===== config.mk =====
export PLATFORM = sky130hd
export DESIGN_NAME = mole_picker_flat
export DESIGN_NICKNAME = d
export VERILOG_FILES = /design/src/rtl/mole_picker_if.sv /design/src/rtl/mole_picker.sv /design/src/flat_wrapper.sv
export SDC_FILE = /design/constraint.sdc
export NUM_CORES = 1
export LEC_CHECK = 0
export ABC_AREA = 0
export BUFFER_PORTS_ARGS = -buffer_cell sky130_fd_sc_hd__buf_2
export CAP_MARGIN = 20
export CORE_MARGIN = 1.5
export CORE_UTILIZATION = 60
export CTS_BUF_LIST = sky130_fd_sc_hd__clkbuf_2
export CTS_CLUSTER_SIZE = 12
export DETAILED_ROUTE_END_ITERATION = 6
export GPL_ROUTABILITY_DRIVEN = 1
export PLACE_DENSITY_LB_ADDON = 0.3
export SETUP_SLACK_MARGIN = 0.05
export SLEW_MARGIN = 20
export SYNTH_ARGS = -nofsm -noshare
export SYNTH_HDL_FRONTEND = slang
export SYNTH_SLANG_ARGS = --single-unit

===== constraint.sdc =====
create_clock -name clock -period 1.6 [get_ports clock]
set_clock_uncertainty 0.1 [all_clocks]
set_input_delay 0.16 -clock clock [delete_from_list [all_inputs] [get_ports clock]]
set_output_delay 0.16 -clock clock [all_outputs]
set_load 0.02 [all_outputs]

===== src/rtl/mole_picker_if.sv =====
// Handshake bundle between the countdown stage, the mole picker and the display stage.
// The picker uses the slave modport; the requester/consumer side uses master.
interface mole_picker_if;
  logic       req;
  logic [3:0] mole;
  logic       valid;
  logic       busy;

  modport master (output req, input mole, input valid, input busy);
  modport slave  (input req, output mole, output valid, output busy);
endinterface


===== src/rtl/mole_picker.sv =====
// Pseudo-random mole selector driven by a free-running 16-bit Galois LFSR.
// Define MOLE_PICKER_NO_REPEAT_EN to forbid the same mole on two consecutive draws.
module mole_picker #(
  parameter int          NUM_MOLES = 10,
  parameter logic [15:0] SEED      = 16'hACE1
) (
  input  logic         clock,
  input  logic         clear_b,
  mole_picker_if.slave bus
);

  localparam logic [15:0] TAPS      = 16'hB400;
  localparam logic [15:0] SEED_INIT = (SEED == 16'h0000) ? 16'h0001 : SEED;
  localparam logic [3:0]  LAST_MOLE = 4'(NUM_MOLES - 1);
  localparam logic [4:0]  MOLE_LIM  = 5'(NUM_MOLES);

  typedef enum logic {IDLE, DRAW} state_t;

  state_t      state_reg;
  logic [15:0] lfsr_reg;
  logic [15:0] lfsr_next;
  logic [15:0] lfsr_shifted;
  logic [3:0]  tries_reg;
  logic [3:0]  mole_reg;
  logic        valid_reg;
  logic        busy_reg;

  logic [3:0]  candidate;
  logic        in_range;
  logic        repeat_ok;
  logic        accept;
  logic [3:0]  fallback_mole;

  // Right-shift Galois step: every tapped bit is flipped by the bit shifted out.
  assign lfsr_shifted = {1'b0, lfsr_reg[15:1]};
  generate
    for (genvar gi = 0; gi < 16; gi++) begin : g_lfsr
      assign lfsr_next[gi] = lfsr_shifted[gi] ^ (TAPS[gi] & lfsr_reg[0]);
    end
  endgenerate

  assign candidate = lfsr_reg[3:0];
  assign in_range  = {1'b0, candidate} < MOLE_LIM;

`ifdef MOLE_PICKER_NO_REPEAT_EN
  assign repeat_ok = (candidate != mole_reg);
`else
  assign repeat_ok = 1'b1;
`endif

  assign accept        = in_range && repeat_ok;
  assign fallback_mole = (mole_reg == LAST_MOLE) ? 4'd0 : mole_reg + 4'd1;

  always_ff @(posedge clock) begin
    if (!clear_b) begin
      lfsr_reg  <= SEED_INIT;
      state_reg <= IDLE;
      tries_reg <= 4'd0;
      mole_reg  <= 4'd0;
      valid_reg <= 1'b0;
      busy_reg  <= 1'b0;
    end else begin
      lfsr_reg  <= lfsr_next;
      valid_reg <= 1'b0;
      case (state_reg)
        IDLE: begin
          if (bus.req) begin
            state_reg <= DRAW;
            tries_reg <= 4'd0;
            busy_reg  <= 1'b1;
          end
        end
        DRAW: begin
          if (accept) begin
            mole_reg  <= candidate;
            valid_reg <= 1'b1;
            busy_reg  <= 1'b0;
            state_reg <= IDLE;
          end else if (tries_reg == 4'd8) begin
            // Ninth rejected candidate: step to the next mole so the draw always ends.
            mole_reg  <= fallback_mole;
            valid_reg <= 1'b1;
            busy_reg  <= 1'b0;
            state_reg <= IDLE;
          end else begin
            tries_reg <= tries_reg + 4'd1;
          end
        end
      endcase
    end
  end

  assign bus.mole  = mole_reg;
  assign bus.valid = valid_reg;
  assign bus.busy  = busy_reg;

endmodule


===== src/flat_wrapper.sv =====
// flat-port wrapper written by rule: the top's interface ports become plain ports
module mole_picker_flat 
#(
  parameter int          NUM_MOLES = 10,
  parameter logic [15:0] SEED      = 16'hACE1
)
  (clock, clear_b, bus_req, bus_mole, bus_valid, bus_busy);
  mole_picker_if bus_i ();
  input  logic clock;
  input  logic clear_b;
  input wire logic [$bits(bus_i.req)-1:0] bus_req;
  output wire logic [$bits(bus_i.mole)-1:0] bus_mole;
  output wire logic [$bits(bus_i.valid)-1:0] bus_valid;
  output wire logic [$bits(bus_i.busy)-1:0] bus_busy;
  assign bus_i.req = bus_req;
  assign bus_mole = bus_i.mole;
  assign bus_valid = bus_i.valid;
  assign bus_busy = bus_i.busy;
  mole_picker #(.NUM_MOLES(NUM_MOLES), .SEED(SEED)) u_core (.clock(clock), .clear_b(clear_b), .bus(bus_i));
endmodule

==> results.tsv <==
metric	value	unit
status	finished, final reports clean	
Hold Path End	u_core.lfsr_reg[13]	
maximum vdd drop	0.569	mV
simple-gate share of the synthesized area	0.217	
vias per std cell	5.26	
Area growth, synth to finish	13.9	%
Total Routing Usage GR	0.209	
clk root buf	clkbuf_2	
Compound-Gate Fraction of Synth Area	0.180	
grt ovf	0	
Vert. Die Dim	45.4	µm
XOR/XNOR share of the synthesized area	0.0244	
Main synth FF type	dfxtp_1	
CP Max Fanout	7	
Sequential Area	543	µm²
diodes inserted	0	
CP top delay family	simple AND/OR/NAND/NOR gates	
Synth Instances	107	
multi-input logic area	502	µm²
FF-to-FF setup slack	0.08	ns
Synth Register Bits	27	
Reg clk slew, reported paths	0.23	ns
Worst-Margin Slew	0.449	ns
worst r2r path cells	6	
Critical Path End Type	flip-flop	
Iter 0 DRT Violations	24	
drt pass-1 iters	4	
Worst-Skew Late Latency	0.36	ns
WP buf/inv	1	
post-synthesis mux area share	0.00928	
Final Hold Vio Count	0	
Hold Path Stages	2	
FF-to-FF End	u_core.tries_reg[0]	
Initial Utilization	0.632	
WL per Instance	12.8	µm
setup TNS	0	ns
Seq/Total Area, Yosys	0.501	
core area	0.00171	mm²
Setup WS pre-CTS	0.00408	ns
EDFF count, synth	0	
number of flip-flops in the largest register	16	
Ys Warns	0	
Yosys top cell by area	dfxtp_1	
TritonCTS clock tree	built	
largest net degree at the start of global routing	24	
Max Slew Vio Count	0	
Hold Crit Class	input pin to flip-flop	
Die X-Extent	45.4	µm
fmax	659	MHz
Power Dens Cells	898	mW/mm²
final setup fails	0	
Hold Path Origin	clear_b	
normalized max-slew margin	0.700	
first-pass GRT wire length	3.07	mm
minimum clock period	1.52	ns
Leakage Power	0.477	nW
io pins	9	
Required @ worst endpoint	1.78	ns
Mapped Area	0.00108	mm²
post-route setup slack	0.0832	ns
reg2reg start	u_core.tries_reg[0]	
Filler Cell Count	135	
async set-reset flop share out of synthesis	0	
Site Rows	15	
H-tree depth	1	
Crit-path slowest cell	dfxtp_2	
routed via count	784	
antenna violations before repair	0	
Routability Congestion	0.835	
I/O Buffers	8	
Hold Worst Slack	0.0128	ns
startpoint class of the critical path	flip-flop	
Die ar.	0.00206	mm²
Synth area leaders	dfxtp_1, and2_1, nand2b_1	
Post-route DRC	0	
largest family of logic cells by synthesized area	simple AND/OR/NAND/NOR gates	
total wire length	1.90	mm
CP max stage delay	0.39	ns
crit share post-route	0.948	
Longest Clk Path Bufs	2	
clock buffer count from CTS	3	
Crit path arrival time	1.69	ns
hpwl dp	1.25	mm
Syn Nets	112	
CTS Sinks	27	
post-route ant nets	0	
Syn Area/Cell	10.1	µm²
share of layout cells above drive strength 1	0.306	
RSZ-0062 raised after global routing	false	
Critical Path, Cell by Cell	inv_2, ha_2, and3b_2, o21ai_4, and3_4, a211oi_2	
Post-Synth Adder-Cell Area	0.0232	
area share of the largest cell type after synthesis	0.501	
critical path class	flip-flop to flip-flop	
vias in the first global route	724	
post-synthesis cell type count	37	
max cap viols	0	
NumNets Final	130	
[Yosys cell counts (3+ instances only)]
library cell and count:
dfxtp_1 27, and2_1 7, nand2_1 7, nand2b_1 7, inv_1 6, nand3_1 5, nor2_1 4, o211ai_1 3
o31ai_1 3, xnor2_1 3
[layer usage]
metal  share of wire  vias up  track usage
met1            0.50      364        0.262
met5               0        -            0
li1                -      405            -
met2            0.45       11        0.330
met4           0.013        0       0.0765
met3           0.034        4       0.0714
[worst max path at each step]
stage                        start                   to  depth (start not counted)
4_1_cts        u_core.tries_reg[0]  u_core.tries_reg[0]                          6
3_5_place_dp   u_core.tries_reg[0]  u_core.tries_reg[0]                          6
3_3_place_gp   u_core.tries_reg[0]  u_core.tries_reg[0]                          6
2_1_floorplan  u_core.tries_reg[0]  u_core.tries_reg[0]                          6
5_1_grt        u_core.tries_reg[1]   u_core.bus.mole[2]                          6
6_report       u_core.tries_reg[0]  u_core.tries_reg[0]                          6
[cell usage in the layout (no fill, tap or decap), drive strengths merged, types with 3 or more instances in the layout]
cell type / synthesis / final
clkbuf: 3 / 4
o21ai: 5 / 5
and2: 7 / 7
nand2: 7 / 7
inv: 6 / 6
o211ai: 3 / 3
dfxtp: 27 / 27
xnor2: 3 / 3
nor2: 6 / 6
nand3: 5 / 5
o31ai: 3 / 3
nand2b: 7 / 7
buf: 1 / 16
[timing repair]
item / CTS / global route
resized for setup: 5 / 2
hold endpoints to repair: 2 / 0
pin swaps: 2 / 4
hold buffers: 1 / 0
endpoints found under the setup margin: 3 / 5
setup buffers: 4 / 3
[power by group]
group          total (W)  switching (W)  internal (W)
clock           0.000260       0.000194     0.0000659
sequential      0.000739      0.0000282      0.000711
combinational   0.000105      0.0000552     0.0000493
total            0.00110       0.000278      0.000826
[worst register-to-register path, delay by kind of cell (launching register included)]
family	cells	cell delay (ns)
AO/OA/AOI/OAI	2	0.26
adder cells (fa/ha/maj)	1	0.16
buffers and inverters	1	0.04
flip-flops	1	0.39
AND/OR/NAND/NOR	2	0.48
[cell type report]
type                            instances  area share
Sequential cell                        27       0.442
Inverter                                6      0.0183
Clock buffer                            4      0.0163
Multi-Input combinational cell         70       0.408
Timing Repair Buffer                   17      0.0896
Tap cell                               25      0.0255
[kinds of logic after synthesis]
group           count (synthesis)
simple gates                   40
flops                          27
compound gates                 24
buf+inv                        10
xor+xnor                        3
fa+ha+maj                       2
mux                             1
[stage by stage]
stage	utilization	instance area [µm²]	power, W	instances
global route	0.719	1230	0.00115	149
floorplan	-	1080	0.000822	107
detailed placement	0.662	1130	0.000847	137
finish	0.719	1230	0.00110	149
global placement	0.662	1130	0.000843	137
CTS	0.703	1200	0.00110	146
No activity file was read; power rests on OpenSTA's default activity.
